===== src/rtl/traffic_generator_burst_scheduler_if.sv =====
// Request/acknowledge/end-of-frame handshake between the burst scheduler
// (master) and the GMII frame emitter (slave).
interface traffic_generator_burst_scheduler_if;
  logic frame_req;
  logic frame_ack;
  logic frame_done;

  modport master (
    output frame_req,
    input  frame_ack,
    input  frame_done
  );

  modport slave (
    input  frame_req,
    output frame_ack,
    output frame_done
  );
endinterface


===== src/rtl/traffic_generator_burst_scheduler.sv =====
// Sequences frame emissions into bursts with interframe/interburst gaps and
// exposes run progress counters for CPU readback.
module traffic_generator_burst_scheduler #(
  parameter int C_GAP_WIDTH   = 32,
  parameter int C_COUNT_WIDTH = 32
) (
  input  logic                     clk,
  input  logic                     resetn,
  input  logic                     run,
  input  logic [C_GAP_WIDTH-1:0]   interframe_gap,
  input  logic [C_GAP_WIDTH-1:0]   interburst_gap,
  input  logic [C_COUNT_WIDTH-1:0] frames_per_burst,
  input  logic [C_COUNT_WIDTH-1:0] total_frames,
  traffic_generator_burst_scheduler_if.master emit,
  output logic                     busy,
  output logic                     done,
  output logic [C_COUNT_WIDTH-1:0] frames_sent,
  output logic [C_COUNT_WIDTH-1:0] bursts_sent,
  output logic                     protocol_err
);

  typedef enum logic [2:0] {
    ST_IDLE,
    ST_REQ,
    ST_WAIT_DONE,
    ST_GAP,
    ST_DONE
  } state_t;

  localparam logic [C_COUNT_WIDTH-1:0] CNT_ONE = {{(C_COUNT_WIDTH-1){1'b0}}, 1'b1};
  localparam logic [C_GAP_WIDTH-1:0]   GAP_ONE = {{(C_GAP_WIDTH-1){1'b0}}, 1'b1};

  state_t                   state_reg, state_next;
  logic [C_GAP_WIDTH-1:0]   gap_cnt_reg, gap_cnt_next;
  logic [C_GAP_WIDTH-1:0]   ifg_reg, ifg_next;
  logic [C_GAP_WIDTH-1:0]   ibg_reg, ibg_next;
  logic [C_COUNT_WIDTH-1:0] fpb_reg, fpb_next;
  logic [C_COUNT_WIDTH-1:0] total_reg, total_next;
  logic [C_COUNT_WIDTH-1:0] frames_reg, frames_next;
  logic [C_COUNT_WIDTH-1:0] bursts_reg, bursts_next;
  logic [C_COUNT_WIDTH-1:0] burst_cnt_reg, burst_cnt_next;
  logic                     err_reg, err_next;

  logic [C_COUNT_WIDTH-1:0] frames_inc;
  logic [C_COUNT_WIDTH-1:0] burst_cnt_inc;
  logic                     last_frame;
  logic                     burst_end;
  logic [C_GAP_WIDTH-1:0]   gap_sel;

  assign frames_inc    = frames_reg + CNT_ONE;
  assign burst_cnt_inc = burst_cnt_reg + CNT_ONE;
  assign last_frame    = (total_reg != '0) && (frames_inc == total_reg);
  assign burst_end     = (fpb_reg != '0) && (burst_cnt_inc == fpb_reg);

  always_ff @(posedge clk) begin
    if (!resetn) begin
      state_reg     <= ST_IDLE;
      gap_cnt_reg   <= '0;
      ifg_reg       <= '0;
      ibg_reg       <= '0;
      fpb_reg       <= '0;
      total_reg     <= '0;
      frames_reg    <= '0;
      bursts_reg    <= '0;
      burst_cnt_reg <= '0;
      err_reg       <= 1'b0;
    end else begin
      state_reg     <= state_next;
      gap_cnt_reg   <= gap_cnt_next;
      ifg_reg       <= ifg_next;
      ibg_reg       <= ibg_next;
      fpb_reg       <= fpb_next;
      total_reg     <= total_next;
      frames_reg    <= frames_next;
      bursts_reg    <= bursts_next;
      burst_cnt_reg <= burst_cnt_next;
      err_reg       <= err_next;
    end
  end

  always_comb begin
    state_next     = state_reg;
    gap_cnt_next   = gap_cnt_reg;
    ifg_next       = ifg_reg;
    ibg_next       = ibg_reg;
    fpb_next       = fpb_reg;
    total_next     = total_reg;
    frames_next    = frames_reg;
    bursts_next    = bursts_reg;
    burst_cnt_next = burst_cnt_reg;
    gap_sel        = ifg_reg;
    // Handshake pulses arriving in the wrong state are flagged and otherwise dropped.
    err_next = err_reg
             | (emit.frame_ack  && (state_reg != ST_REQ))
             | (emit.frame_done && (state_reg != ST_WAIT_DONE));

    case (state_reg)
      ST_IDLE: begin
        if (run) begin
          ifg_next       = interframe_gap;
          ibg_next       = interburst_gap;
          fpb_next       = frames_per_burst;
          total_next     = total_frames;
          frames_next    = '0;
          bursts_next    = '0;
          burst_cnt_next = '0;
          err_next       = 1'b0;
          state_next     = ST_REQ;
        end
      end

      ST_REQ: begin
        if (emit.frame_ack) begin
          state_next = ST_WAIT_DONE;
        end else if (!run) begin
          state_next = ST_IDLE;
        end
      end

      ST_WAIT_DONE: begin
        if (emit.frame_done) begin
          frames_next = frames_inc;
          if (last_frame) begin
            // Final frame still closes its burst, but no trailing gap.
            if (burst_end) begin
              bursts_next    = bursts_reg + CNT_ONE;
              burst_cnt_next = '0;
            end
            state_next = ST_DONE;
          end else if (!run) begin
            state_next = ST_IDLE;
          end else begin
            if (burst_end) begin
              burst_cnt_next = '0;
              bursts_next    = bursts_reg + CNT_ONE;
              gap_sel        = ibg_reg;
            end else begin
              burst_cnt_next = burst_cnt_inc;
              gap_sel        = ifg_reg;
            end
            if (gap_sel == '0) begin
              state_next = ST_REQ;
            end else begin
              gap_cnt_next = gap_sel - GAP_ONE;
              state_next   = ST_GAP;
            end
          end
        end
      end

      ST_GAP: begin
        if (!run) begin
          state_next = ST_IDLE;
        end else if (gap_cnt_reg == '0) begin
          state_next = ST_REQ;
        end else begin
          gap_cnt_next = gap_cnt_reg - GAP_ONE;
        end
      end

      ST_DONE: begin
        if (!run) begin
          state_next = ST_IDLE;
        end
      end

      default: state_next = ST_IDLE;
    endcase
  end

  assign emit.frame_req = (state_reg == ST_REQ);
  assign busy           = (state_reg != ST_IDLE) && (state_reg != ST_DONE);
  assign done           = (state_reg == ST_DONE);
  assign frames_sent    = frames_reg;
  assign bursts_sent    = bursts_reg;
  assign protocol_err   = err_reg;

endmodule


===== src/flat_wrapper.sv =====
// flat-port wrapper written by rule: the top's interface ports become plain ports
module traffic_generator_burst_scheduler_flat 
#(
  parameter int C_GAP_WIDTH   = 32,
  parameter int C_COUNT_WIDTH = 32
)
  (clk, resetn, run, interframe_gap, interburst_gap, frames_per_burst, total_frames, busy, done, frames_sent, bursts_sent, protocol_err, emit_frame_req, emit_frame_ack, emit_frame_done);
  traffic_generator_burst_scheduler_if emit_i ();
  input  logic clk;
  input  logic resetn;
  input  logic run;
  input  logic [C_GAP_WIDTH-1:0] interframe_gap;
  input  logic [C_GAP_WIDTH-1:0] interburst_gap;
  input  logic [C_COUNT_WIDTH-1:0] frames_per_burst;
  input  logic [C_COUNT_WIDTH-1:0] total_frames;
  output logic busy;
  output logic done;
  output logic [C_COUNT_WIDTH-1:0] frames_sent;
  output logic [C_COUNT_WIDTH-1:0] bursts_sent;
  output logic protocol_err;
  output wire logic [$bits(emit_i.frame_req)-1:0] emit_frame_req;
  input wire logic [$bits(emit_i.frame_ack)-1:0] emit_frame_ack;
  input wire logic [$bits(emit_i.frame_done)-1:0] emit_frame_done;
  assign emit_frame_req = emit_i.frame_req;
  assign emit_i.frame_ack = emit_frame_ack;
  assign emit_i.frame_done = emit_frame_done;
  traffic_generator_burst_scheduler #(.C_GAP_WIDTH(C_GAP_WIDTH), .C_COUNT_WIDTH(C_COUNT_WIDTH)) u_core (.clk(clk), .resetn(resetn), .run(run), .interframe_gap(interframe_gap), .interburst_gap(interburst_gap), .frames_per_burst(frames_per_burst), .total_frames(total_frames), .emit(emit_i), .busy(busy), .done(done), .frames_sent(frames_sent), .bursts_sent(bursts_sent), .protocol_err(protocol_err));
endmodule

===== config.mk =====
export PLATFORM = sky130hd
export DESIGN_NAME = traffic_generator_burst_scheduler_flat
export DESIGN_NICKNAME = d
export VERILOG_FILES = /design/src/rtl/traffic_generator_burst_scheduler_if.sv /design/src/rtl/traffic_generator_burst_scheduler.sv /design/src/flat_wrapper.sv
export SDC_FILE = /design/constraint.sdc
export NUM_CORES = 1
export LEC_CHECK = 0
export BUFFER_PORTS_ARGS = -buffer_cell sky130_fd_sc_hd__buf_2
export CAP_MARGIN = 20
export CORE_MARGIN = 1
export CORE_UTILIZATION = 45
export CTS_CLUSTER_DIAMETER = 120
export DETAILED_ROUTE_END_ITERATION = 7
export PLACE_DENSITY = 0.69
export RECOVER_POWER = 25
export SLEW_MARGIN = 20
export SYNTH_ARGS = -nofsm -noshare
export SYNTH_HDL_FRONTEND = slang
export SYNTH_SLANG_ARGS = --single-unit

===== constraint.sdc =====
create_clock -name clk -period 10.6 [get_ports clk]
set_clock_uncertainty 0.15 [all_clocks]
set_input_delay 1.59 -clock clk [delete_from_list [all_inputs] [get_ports clk]]
set_output_delay 1.59 -clock clk [all_outputs]
set_load 0.02 [all_outputs]

==> run_results.csv, run 1 <==
group,metric,value,unit
synthesis,ys_types,84,
worst_setup_path,critPathMaxStageDelay,670,ps
power_and_ir_drop,cellPowerDensity,150,nW/um^2
synthesis,syn-num-nets,2169,
power_and_ir_drop,peakVddDrop,0.149,mV
synthesis,avgSynthCellArea,7.33,sq um
layout,design_area,17000,sq um
power_and_ir_drop,internal_power,1.83,mW
timing,finalHoldViolations,0,
layout,stdcell_count,2596,
power_and_ir_drop,power_frac_clock,0.443,
outcome,status,"finished, violations left",
place,portBuffers,200,
worst_setup_path,crit_slowest_cell,"or3_4",
worst_setup_path,start_kind,"register",
outcome,violations,"max-capacitance violations, max-slew violations",
detailed_routing,drt_pass1_iterations,5,
synthesis,seq_area_frac_synth,0.350,
power_and_ir_drop,finalPower,2.55,mW
timing,slew_headroom,-0.528,
cts,clk_latency,560,ps
place,post_dp_cell_area,16000,sq um
layout,nFillCells,3287,
power_and_ir_drop,pwr-share-comb,0.142,
synthesis,async_reset_ff_frac,0,
cts,cts_resized,0,
min_path,min_path_type,"reg -> reg",
timing,drv_slew,39,
floorplanning,rows,66,
global_routing,grt_pass1_wl,74500,um
synthesis,netlist_instances,2032,
worst_setup_path,worstPathArrival,6350,ps
cts,cts_tree,"built",
global_routing,grt.total_usage,0.271,
flow_run,drv_cap,1,
power_and_ir_drop,switching_share,0.282,
synthesis,synth_edf_count,0,
place,dp.cells,2538,
worst_setup_path,critPathKind,"reg -> reg",
floorplanning,core_area,32500,sq um
floorplanning,start_util,0.458,
timing,setup-tns-final,0,ps
layout,final_nets,2266,
worst_setup_path,cp.required,10910,ps
worst_setup_path,endpoint_kind,"register",
timing,tightest_slew,2290,ps
cts,htreeDepth,1,
cts,post_cts_buffers,0,
global_routing,grt_pass1_vias,13995,
worst_setup_path,cp_top_family,"simple AND/OR/NAND/NOR gates",
global_routing,grt_start_max_net_pins,109,
timing,min_period,6040,ps
cts,cts_sinks,260,
floorplanning,die_area,33800,sq um
power_and_ir_drop,power_frac_seq,0.415,
cts,cts.clk_slew.worst_paths,60,ps
detailed_routing,drc,0,
synthesis,synth-seq-cells,260,
place,place.gp.congestion,0.949,
timing,post-route-period-util,0.569,
detailed_routing,drt.antenna.violating_nets,0,
detailed_routing,num_vias,15420,
worst_setup_path,critPathMaxFanout,20,
cts,hold_buffers,0,
floorplanning,fp.dieW,184,um
global_routing,antenna_found_initial,1,
place,post-place-ws,4560,ps
floorplanning,die_y,184,um
layout,drive_gt1_frac,0.117,
timing,fin_ws,4560,ps
detailed_routing,drt-initial-drc-count,1306,
worst_setup_path,crit_buf_inv,2,
detailed_routing,post_drt_wl_per_cell,18.2,um
timing,rsz0062_at_grt,"no",
worst_setup_path,path_cells,"ha_1, nand3_1, nor4_4, nand3_1, xnor2_1, nand4_1, or3_4, a22oi_1, nand2_1, inv_1, ha_1, inv_1, nor3_2, nand4_1, or3_1, a311oi_1",
cts,root_buffer,"clkbuf_16",
timing,setup_violations,0,
layout,syn_to_final_growth,14.2,%
power_and_ir_drop,p_sw,0.718,mW
power_and_ir_drop,power.leakage,6.04,nW
synthesis,yosys_warnings,0,
synthesis,synth_area,14900,sq um
cts,cts_buffer_depth,3,
global_routing,overflow,0,
timing,fmax,166,MHz
cts,numCtsBuffers,30,
detailed_routing,via_per_inst,5.94,
floorplanning,io_pins,201,
place,dp_hpwl,33300,um
detailed_routing,wl,47200,um
synthesis,synthFlopType,"dfxtp_1",
## final timing paths
path                                               from                endpoint  slack (ps)  cells past startpoint
worst max-delay path            u_core.burst_cnt_reg[0]  u_core.gap_cnt_reg[24]        4560                     16
worst min-delay path                 u_core.ibg_reg[15]      u_core.ibg_reg[15]         330                      2
worst max register to register  u_core.burst_cnt_reg[0]  u_core.gap_cnt_reg[24]        4560                     16
worst min register to register       u_core.ibg_reg[15]      u_core.ibg_reg[15]         330                      2
## final cells by class
class / count / area, sq um / area share
Multi-Input combinational cell: 1607 / 9050 / 0.532
Sequential cell: 260 / 5200 / 0.306
Timing Repair Buffer: 215 / 1030 / 0.0608
Clock buffer: 38 / 842 / 0.0495
Tap cell: 442 / 553 / 0.0325
Clock inverter: 18 / 255 / 0.0150
Inverter: 15 / 61.3 / 0.00361
Antenna cell: 1 / 2.50 / 0.000147
## worst register-to-register path, cell delays in order (launching register included)
cell and delay [ps]:
dfxtp_1 460, ha_1 270, nand3_1 330, nor4_4 600
nand3_1 270, xnor2_1 290, nand4_1 410, or3_4 670
a22oi_1 210, nand2_1 110, inv_1 120, ha_1 180
inv_1 80, nor3_2 460, nand4_1 580, or3_1 510
a311oi_1 260
## synthesized netlist by cell type (all sizes together), types with 8 or more instances
cell | count | share of area
a31o | 15 | 0.0088
mux2i | 15 | 0.010
xor2 | 50 | 0.029
o31ai | 10 | 0.0050
clkbuf | 126 | 0.032
inv | 14 | 0.0035
and4 | 18 | 0.011
o211ai | 10 | 0.0050
o21ai | 98 | 0.033
xnor2 | 67 | 0.039
dfxtp | 260 | 0.35
nor3 | 51 | 0.018
and3 | 30 | 0.013
a311oi | 9 | 0.0053
a31oi | 37 | 0.016
nand3b | 8 | 0.0040
or4 | 11 | 0.0058
buf | 24 | 0.0090
nand3 | 74 | 0.025
nor2 | 153 | 0.039
nand2b | 11 | 0.0046
or3 | 29 | 0.013
nor4 | 82 | 0.036
a22oi | 9 | 0.0049
or2 | 9 | 0.0038
a211oi | 12 | 0.0060
and2 | 26 | 0.011
a21oi | 211 | 0.071
nand2 | 391 | 0.099
nand4 | 64 | 0.028
## metrics by stage
stage           util  hold WS [ps]
3_3_place_gp   0.491           310
6_report       0.523           327
2_1_floorplan      -           294
4_1_cts        0.525           328
5_1_grt        0.523           346
3_5_place_dp   0.491           318
## metal layers
metal	track usage	part of all wire
met5	0	0
met1	0.373	0.45
met4	0.0887	0.033
met2	0.440	0.45
met3	0.0303	0.067
## placed cells by master, fill, tap and decap left out, drive strengths merged, types with 7 or more instances in the layout
| cell | count |
|---|---|
| o31ai | 10 |
| dfxtp | 260 |
| buf | 150 |
| o21ai | 98 |
| a31o | 15 |
| a311oi | 9 |
| a211oi | 12 |
| a21oi | 211 |
| nand2 | 391 |
| nand4 | 64 |
| or3 | 29 |
| clkbuf | 103 |
| inv | 18 |
| and4 | 18 |
| nand3 | 74 |
| nor2b | 7 |
| mux2i | 15 |
| and2 | 26 |
| and3 | 30 |
| nand2b | 11 |
| a31oi | 37 |
| a21boi | 7 |
| a22oi | 9 |
| or2 | 9 |
| nor2 | 153 |
| or4 | 11 |
| nand3b | 8 |
| nor3 | 51 |
| o211ai | 10 |
| xor2 | 50 |
| nor4 | 82 |
| xnor2 | 67 |
## cells by family (layout without fill, tap and decap cells)
| group | count (synthesis) | in the layout | synth area share |
|---|---|---|---|
| muxes | 19 | 19 | 0.0131 |
| buffers and inverters | 165 | 286 | 0.0445 |
| AOI/OAI and AO/OA | 480 | 480 | 0.194 |
| DFF | 260 | 260 | 0.350 |
| adders and majority gates | 4 | 4 | 0.00336 |
| and+or+nand+nor | 987 | 987 | 0.327 |
| other | 0 | 1 | 0 |
| xor gates and xnor gates | 117 | 117 | 0.0688 |
## power by group through the flow
stage               clock network, mW  registers [mW]  logic (mW)
floorplan                           0            1.06       0.258
global placement                    0            1.08       0.351
detailed placement                  0            1.08       0.355
CTS                              1.15            1.06       0.358
global route                     1.20            1.06       0.399
finish                           1.13            1.06       0.361
Note: power is estimated with default switching activity, not from simulation.
==> run 2, diff against run 1 <==
--- a/config.mk
+++ b/config.mk
@@ -11,7 +11,7 @@
 export CORE_UTILIZATION = 45
 export CTS_CLUSTER_DIAMETER = 120
 export DETAILED_ROUTE_END_ITERATION = 7
-export PLACE_DENSITY = 0.69
+export PLACE_DENSITY = 0.71
 export RECOVER_POWER = 25
 export SLEW_MARGIN = 20
 export SYNTH_ARGS = -nofsm -noshare
==> constraint.sdc (replaced) <==
create_clock -name clk -period 5.13 [get_ports clk]
set_clock_uncertainty 0.15 [all_clocks]
set_input_delay 0.7695 -clock clk [delete_from_list [all_inputs] [get_ports clk]]
set_output_delay 0.7695 -clock clk [all_outputs]
set_load 0.02 [all_outputs]
==> run_results.csv, run 2 (same netlist as run 1, synthesis figures left out) <==
group,metric,value,unit
cts,numCtsBuffers,29,
timing,drv_slew,57,
global_routing,grt.total_usage,0.281,
detailed_routing,via_per_inst,5.88,
place,portBuffers,200,
worst_setup_path,reg2reg_setup_slack,270,ps
worst_setup_path,critPathMaxFanout,13,
worst_setup_path,critPathKind,"reg -> reg",
cts,cts.clk_slew.worst_paths,60,ps
layout,syn_to_final_growth,16.5,%
timing,setup_violations,0,
place,dp_hpwl,35200,um
flow_run,drv_cap,1,
power_and_ir_drop,cellPowerDensity,296,nW/um^2
worst_setup_path,reg2regPathDepth,13,
worst_setup_path,reg2reg_to,"u_core.gap_cnt_reg[26]",
global_routing,grt_pass1_wl,76400,um
timing,post-route-period-util,0.947,
floorplanning,io_pins,201,
floorplanning,die_y,184,um
worst_setup_path,crit_path_end,"u_core.gap_cnt_reg[26]",
layout,fin_util,0.533,
worst_setup_path,path_cells,"and4_2, nand4_4, o31a_1, or3_1, and4b_1, and4_1, buf_4, a31o_2, o22a_1, nand4bb_1, or3_1, or4_1, a31oi_1",
global_routing,grt_start_max_net_pins,121,
worst_setup_path,endpoint_kind,"register",
global_routing,overflow,0,
worst_setup_path,cp_num_cells,13,
timing,finalHoldViolations,0,
floorplanning,rows,66,
place,place.gp.congestion,0.950,
cts,cts_sinks,260,
timing,slew_headroom,-0.633,
detailed_routing,drc,0,
layout,nFillCells,3185,
outcome,status,"finished, violations left",
layout,seq_area,5210,sq um
timing,min_period,4860,ps
timing,fmax,206,MHz
worst_setup_path,cp_top_family,"simple AND/OR/NAND/NOR gates",
worst_setup_path,crit_slowest_cell,"or3_1",
power_and_ir_drop,finalPower,5.13,mW
worst_setup_path,setup.worst_path.start,"u_core.burst_cnt_reg[8]",
floorplanning,fp.dieW,184,um
place,post-place-ws,175,ps
worst_setup_path,crit_buf_inv,1,
global_routing,grt_pass1_vias,14279,
layout,final_nets,2315,
worst_setup_path,cp.required,5460,ps
cts,cts_buffer_depth,3,
min_path,min_path_type,"in -> reg",
power_and_ir_drop,power.leakage,6.35,nW
timing,fin_ws,272,ps
power_and_ir_drop,peakVddDrop,0.277,mV
layout,drive_gt1_frac,0.150,
cts,clk_latency,570,ps
detailed_routing,wl,48300,um
outcome,violations,"max-capacitance violations, max-slew violations",
worst_setup_path,start_kind,"register",
cts,hold_buffers,0,
detailed_routing,drt_pass1_iterations,7,
cts,root_buffer,"clkbuf_16",
floorplanning,start_util,0.458,
detailed_routing,num_vias,15544,
worst_setup_path,critPathMaxStageDelay,570,ps
layout,layout_commonest_cell,"nand2_1",
floorplanning,die_area,33800,sq um
worst_setup_path,crit_top_cell,"or3_1",
layout,layout_common_cells,"nand2_1, dfxtp_1, a21oi_1, buf_2, nor2_1",
detailed_routing,post_drt_wl_per_cell,18.3,um
detailed_routing,drt-initial-drc-count,1338,
worst_setup_path,worstPathArrival,5180,ps
global_routing,antenna_found_initial,2,
cts,cts_tree,"built",
layout,multi_input_area,9090,sq um
detailed_routing,drt.antenna.violating_nets,0,
cts,htreeDepth,1,
floorplanning,core_area,32500,sq um
worst_setup_path,worstReg2RegStart,"u_core.burst_cnt_reg[8]",
timing,tightest_slew,2450,ps
## run 2: cell count changes in the layout (fill, tap and decap cells not counted), moves of 3 or more
| cell | change |
|---|---|
| clkinv_2 | +6 |
| inv_6 | -3 |
| buf_2 | +23 |
| clkinvlp_4 | -3 |
| nor4_1 | -3 |
| clkbuf_1 | -22 |
| buf_4 | +48 |
| nor4_2 | +3 |
## run 2: worst min-delay path by stage
stage	slack [ps]	start	end	cells past startpoint
final	290	frames_per_burst[30]	u_core.fpb_reg[30]	3
after global routing	290	frames_per_burst[29]	u_core.fpb_reg[29]	3
after CTS	270	interframe_gap[24]	u_core.ifg_reg[24]	3
after detailed placement	310	u_core.ifg_reg[11]	u_core.ifg_reg[11]	2
after global placement	310	u_core.ifg_reg[0]	u_core.ifg_reg[0]	2
after floorplan	290	u_core.ifg_reg[25]	u_core.ifg_reg[25]	2
## run 2: routing by layer
layer / GRT usage / share of wire
met2: 0.454 / 0.45
met1: 0.376 / 0.45
met3: 0.0345 / 0.065
met4: 0.117 / 0.043
met5: 0 / 0
## run 2: repair_timing
| item | 4_1_cts | 5_1_grt |
|---|---|---|
| endpoints found under the hold margin | 0 | 0 |
| gates resized for setup | 0 | 12 |
| setup buffers | 0 | 2 |
| setup endpoints to repair | 0 | 34 |
## run 2: final cells by class
class,instances,area share
multi-input cells,1607,0.524
flip-flops and latches,260,0.300
repair buffers,265,0.0839
clock buffers,36,0.0457
well taps,442,0.0319
clock inverters,15,0.0105
inverters,15,0.00353
diodes,2,0.000289
## run 2: metrics by stage
step           std cells  instance area, sq um  TNS, ps  hold WS, ps
5_1_grt             2642                 17300    -30.0          294
6_report            2642                 17300        0          289
3_5_place_dp        2587                 16400        0          315
2_1_floorplan       2032                 14900        0          294
4_1_cts             2638                 17300        0          271
3_3_place_gp        2587                 16400        0          314
## run 2: worst min-delay path: stages
cell and delay, ps:
buf_2 90, nand2_1 40, a21oi_1 50
## run 2: report_power, final
part | internal (mW) | switching, mW | total (mW)
combinational | 0.310 | 0.483 | 0.794
sequential | 2.09 | 0.0938 | 2.19
clock | 1.29 | 0.867 | 2.15
total | 3.69 | 1.44 | 5.13
